`src/rtl/issue_rr_arbiter.sv`:
```
// Issue-stage round-robin wavefront picker with a registered grant. The previously issued
// wavefront is masked for one cycle because its valid_entry bit clears one cycle late.
module issue_rr_arbiter #(
  parameter int unsigned WF_PER_CU    = 40,
  parameter int unsigned WF_ID_LENGTH = 6,
  parameter int unsigned STALL_CNT_W  = 32
) (
  input  logic                    clk,
  input  logic                    rst,
  input  logic [WF_PER_CU-1:0]    valid_entry_in,
  input  logic [WF_PER_CU-1:0]    wf_ready_in,
  input  logic                    fu_ready,
  output logic                    issued_valid,
  output logic [WF_ID_LENGTH-1:0] issued_wfid,
  output logic [WF_ID_LENGTH-1:0] rr_ptr_out,
  output logic [STALL_CNT_W-1:0]  stall_count
);

  localparam logic [WF_ID_LENGTH-1:0] LastId = WF_ID_LENGTH'(WF_PER_CU - 1);

  logic                    issued_valid_q;
  logic [WF_ID_LENGTH-1:0] issued_wfid_q;
  logic [WF_ID_LENGTH-1:0] rr_ptr_q, rr_ptr_d;
  logic [STALL_CNT_W-1:0]  stall_cnt_q, stall_cnt_d;

  logic [WF_PER_CU-1:0]    last_mask;
  logic [WF_PER_CU-1:0]    elig;
  logic                    any_elig;
  logic                    grant;
  logic                    hi_found, lo_found;
  logic [WF_ID_LENGTH-1:0] hi_sel, lo_sel, sel;

  always_comb begin
    last_mask = '0;
    for (int unsigned i = 0; i < WF_PER_CU; i++) begin
      last_mask[i] = issued_valid_q && (issued_wfid_q == WF_ID_LENGTH'(i));
    end
  end

  assign elig     = valid_entry_in & wf_ready_in & ~last_mask;
  assign any_elig = |elig;
  assign grant    = fu_ready & any_elig;

  // Rotating search as two priority encoders: lowest eligible id at or above the pointer,
  // falling back to the lowest eligible id overall. Wrap happens at WF_PER_CU-1, not 2^n.
  always_comb begin
    hi_found = 1'b0;
    lo_found = 1'b0;
    hi_sel   = '0;
    lo_sel   = '0;
    for (int unsigned i = 0; i < WF_PER_CU; i++) begin
      if (elig[i] && !lo_found) begin
        lo_found = 1'b1;
        lo_sel   = WF_ID_LENGTH'(i);
      end
      if (elig[i] && !hi_found && (WF_ID_LENGTH'(i) >= rr_ptr_q)) begin
        hi_found = 1'b1;
        hi_sel   = WF_ID_LENGTH'(i);
      end
    end
  end

  assign sel = hi_found ? hi_sel : lo_sel;

  always_comb begin
    rr_ptr_d = rr_ptr_q;
    if (grant) begin
      rr_ptr_d = (sel == LastId) ? '0 : sel + 1'b1;
    end
  end

  always_comb begin
    stall_cnt_d = stall_cnt_q;
    if (!fu_ready && any_elig && (stall_cnt_q != {STALL_CNT_W{1'b1}})) begin
      stall_cnt_d = stall_cnt_q + 1'b1;
    end
  end

  always_ff @(posedge clk or negedge rst) begin
    if (!rst) begin
      issued_valid_q <= 1'b0;
      issued_wfid_q  <= '0;
      rr_ptr_q       <= '0;
      stall_cnt_q    <= '0;
    end else begin
      issued_valid_q <= grant;
      if (grant) begin
        issued_wfid_q <= sel;
      end
      rr_ptr_q    <= rr_ptr_d;
      stall_cnt_q <= stall_cnt_d;
    end
  end

  assign issued_valid = issued_valid_q;
  assign issued_wfid  = issued_wfid_q;
  assign rr_ptr_out   = rr_ptr_q;
  assign stall_count  = stall_cnt_q;

endmodule

```
`config.mk`:
```
export PLATFORM = sky130hd
export DESIGN_NAME = issue_rr_arbiter
export DESIGN_NICKNAME = d
export VERILOG_FILES = /design/src/rtl/issue_rr_arbiter.sv
export SDC_FILE = /design/constraint.sdc
export NUM_CORES = 1
export LEC_CHECK = 0
export ABC_CLOCK_PERIOD_IN_PS = 4000
export CORE_UTILIZATION = 45
export DETAILED_ROUTE_END_ITERATION = 16
export PLACE_DENSITY = 0.88
export RECOVER_POWER = 50
export SETUP_SLACK_MARGIN = 0.2
export SYNTH_ARGS = -nofsm -noshare
export SYNTH_HDL_FRONTEND = slang
export SYNTH_SLANG_ARGS = --single-unit
```
`constraint.sdc`:
```
create_clock -name clk -period 4 [get_ports clk]
set_input_delay 0.8 -clock clk [delete_from_list [all_inputs] [get_ports clk]]
set_output_delay 0.8 -clock clk [all_outputs]
set_load 0.02 [all_outputs]
```
==> metrics.txt <==
#FFs+latches synth=45; asr flop ratio synth=100%; Num CTS Buffers=5; Syn Inst Count=628; reg2reg start=issued_wfid[5]; H-tree depth=2; vias in the first global route=roughly 6700; total wire length=23600 microns; Post-CTS Hold Fix Bufs=0; Worst EP required=between 4 and 5 ns; final hold viol count=0; pre-CTS setup slack=-0.374 ns; clk sink count=45; max_cap viols=1; synth top area cells=dfrtp_1, nand2_1, xnor2_1, a21oi_1, nor2_1; Hold Crit Class=reg2reg; # setup viols final=0; Clk Latency, worst-skew pair=0.30 ns; CP Launch Type=flip-flop; share of cells above drive strength 1=27.5%; power density over the cells=between 500 and 600 nW/um^2; Post-synth EDFFs=0; Worst Path Max Fanout=8; slew at the pin with the worst max-slew slack=2.37 ns; Vias/cell=6.71; failing checks=capacitance limit, slew limit; Final Cycle Share=97.9%; cell taking the most area after synthesis=dfrtp_1; synthesis-to-layout area growth=61.9%; most frequently used flop master after synthesis=dfrtp_1; largest net degree at the start of global routing=46; Hold Path Origin=stall_count[10]; final hold slack=between 0.4 and 0.5 ns; commonest non-fill, non-tap cells in the layout=buf_4, clkdlybuf4s50_1, nand2_1; Avg Synthesized Cell Area=7.63 sq um; crit path DAT=4.08 ns; First DRT Iteration DRCs=approximately 700; Setup TNS Final=0 ns; initial antenna violation count=0; first-pass GRT wire length=34900 microns; remaining global-route overflow=0; Ports=roughly 130; CTS tree=built; crit path kind=reg2reg; number of I/O port buffers=127; Antenna diodes=0; Pleak=3.25 nW; Max-Slew Margin vs Limit=-57.7%; final net count=slightly below 1000; Seq/Total Area, Yosys=23.5%; Die Height=105 microns; initial core utilization=46.4%; Slew Limit Fails=46; Final WS setup=between 0.08 and 0.09 ns; worst vdd ir=0.423 mV; RSZ-0062 raised after global routing=true; detailed placement HPWL=17900 microns; # rows=37; achievable frequency=255 MHz; Die Width=approximately 110 microns; all-layer global routing usage=40.4%; number of remaining DRC errors=0; Netlist Area Pre-Place=4790 sq um; Clock Pin Slew Worst Setup and Hold Paths=0.09 ns; RePlAce Congestion=1.02; Initial DRT Pass Iterations=5; CP Capture Type=flip-flop; skew final=0.0115 ns; clk buf depth=2; run status=finished with violations; DR WL/cell=23.1 microns; Worst Setup SP=issued_wfid[5]; core box area=between 10000 and 15000 sq um; root buf cell=clkbuf_8; Vias=6862; post-synth top area share=between 20% and 30%; Routed Antenna Nets=0; most common cell after layout, fill and taps aside=buf_4; Mapped Nets=713; Tmin final=3.92 ns; overall die area=11100 sq um; Synthesis Warnings=0; Yosys cell types=87
[kinds of logic (layout without fill, tap and decap cells)]
| family | Yosys count | count (layout) | share of synthesized area (%) |
|---|---|---|---|
| xor gates and xnor gates | 33 | 33 | 6.03 |
| and+or+nand+nor | 273 | 273 | 31.0 |
| muxes | 4 | 4 | 0.888 |
| AOI/OAI and AO/OA | 221 | 221 | 33.7 |
| adders and majority gates | 2 | 2 | 0.522 |
| buffers and inverters | 50 | 308 | 4.36 |
| DFF | 45 | 45 | 23.5 |
[Yosys cell counts (5+ instances only)]
| master | instances |
|---|---|
| o221ai_1 | 5 |
| nor2b_1 | 6 |
| a32oi_1 | 5 |
| nand4_1 | 11 |
| o21ai_0 | 35 |
| nand2b_1 | 6 |
| a311oi_1 | 7 |
| or3_1 | 7 |
| nor2_1 | 54 |
| inv_1 | 15 |
| o31ai_1 | 8 |
| dfrtp_1 | 45 |
| nor3_1 | 9 |
| and2_1 | 14 |
| nand2_1 | 75 |
| o311ai_0 | 5 |
| a22oi_1 | 7 |
| xor2_1 | 5 |
| and3_1 | 10 |
| a31oi_1 | 8 |
| a21o_1 | 5 |
| a2111oi_0 | 7 |
| nor4_1 | 6 |
| nand3_1 | 34 |
| a21oi_1 | 47 |
| buf_2 | 11 |
| o31a_1 | 5 |
| a211oi_1 | 10 |
| xnor2_1 | 28 |
| and4_1 | 5 |
| o311a_1 | 5 |
| clkbuf_1 | 23 |
| o21bai_1 | 5 |
[area by class of cell]
class                      instances  area, sq um
clock inverter                     2         38.8
inverter                          15         56.3
fill                             729         2570
multi-input combinational        533         3770
tap                              136          170
clock buffer                       6         72.6
sequential                        45         1130
timing repair buffer             285         2510
[critical path, stage by stage (launching register included)]
cell	delay (ns)
dfrtp_2	0.47
or3b_4	0.50
o2111ai_2	0.25
a21bo_2	0.27
or4_4	0.53
buf_6	0.14
nor4_4	0.36
and4_4	0.29
o21ai_2	0.06
nand2_1	0.08
inv_1	0.05
ha_2	0.19
buf_4	0.15
xnor2_1	0.13
o21ai_0	0.31
[metrics by stage]
stage	cell area [sq um]	util [%]	instances	power, mW
3_5_place_dp	7170	69.5	998	3.30
2_1_floorplan	4790	-	628	1.93
4_1_cts	7390	71.6	1008	3.71
3_3_place_gp	7170	69.5	998	3.27
6_report	7760	75.1	1022	4.13
5_1_grt	7760	75.1	1022	4.26
[sequential cells by signal, summed over array words and instances, names as in the netlist]
signal        count
rr_ptr_out        6
stall_count      32
issued_valid      1
issued_wfid       6
[path summary, 6_finish.rpt]
path | depth (start not counted) | slack, ns | to
min in group asynchronous | 1 | 1.21 | stall_count[19]
min reg2reg | 1 | 0.49 | stall_count[10]
max reg2reg | 14 | 0.08 | rr_ptr_out[2]
max in group asynchronous | 1 | 1.27 | issued_valid
min | 1 | 0.49 | stall_count[10]
max | 14 | 0.08 | rr_ptr_out[2]
[what timing repair did]
action	CTS	global route
pin swaps	7	23
setup buffers	2	14
endpoints found under the setup margin	26	13
gates resized for setup	21	57
[power by group]
| part | switching, mW | leakage, nW | internal (mW) |
|---|---|---|---|
| clock | 0.159 | 0.0554 | 0.188 |
| combinational | 1.69 | 2.62 | 1.36 |
| sequential | 0.196 | 0.572 | 0.545 |
| total | 2.04 | 3.25 | 2.09 |
[metal layers]
metal	vias to the layer above	track usage, %	wire, microns
met5	-	0	0
met4	0	24.0	1580
met3	147	6.49	2410
met2	565	67.9	11000
met1	3213	48.5	8620
li1	2937	-	-
(Power assumes the default switching activity.)
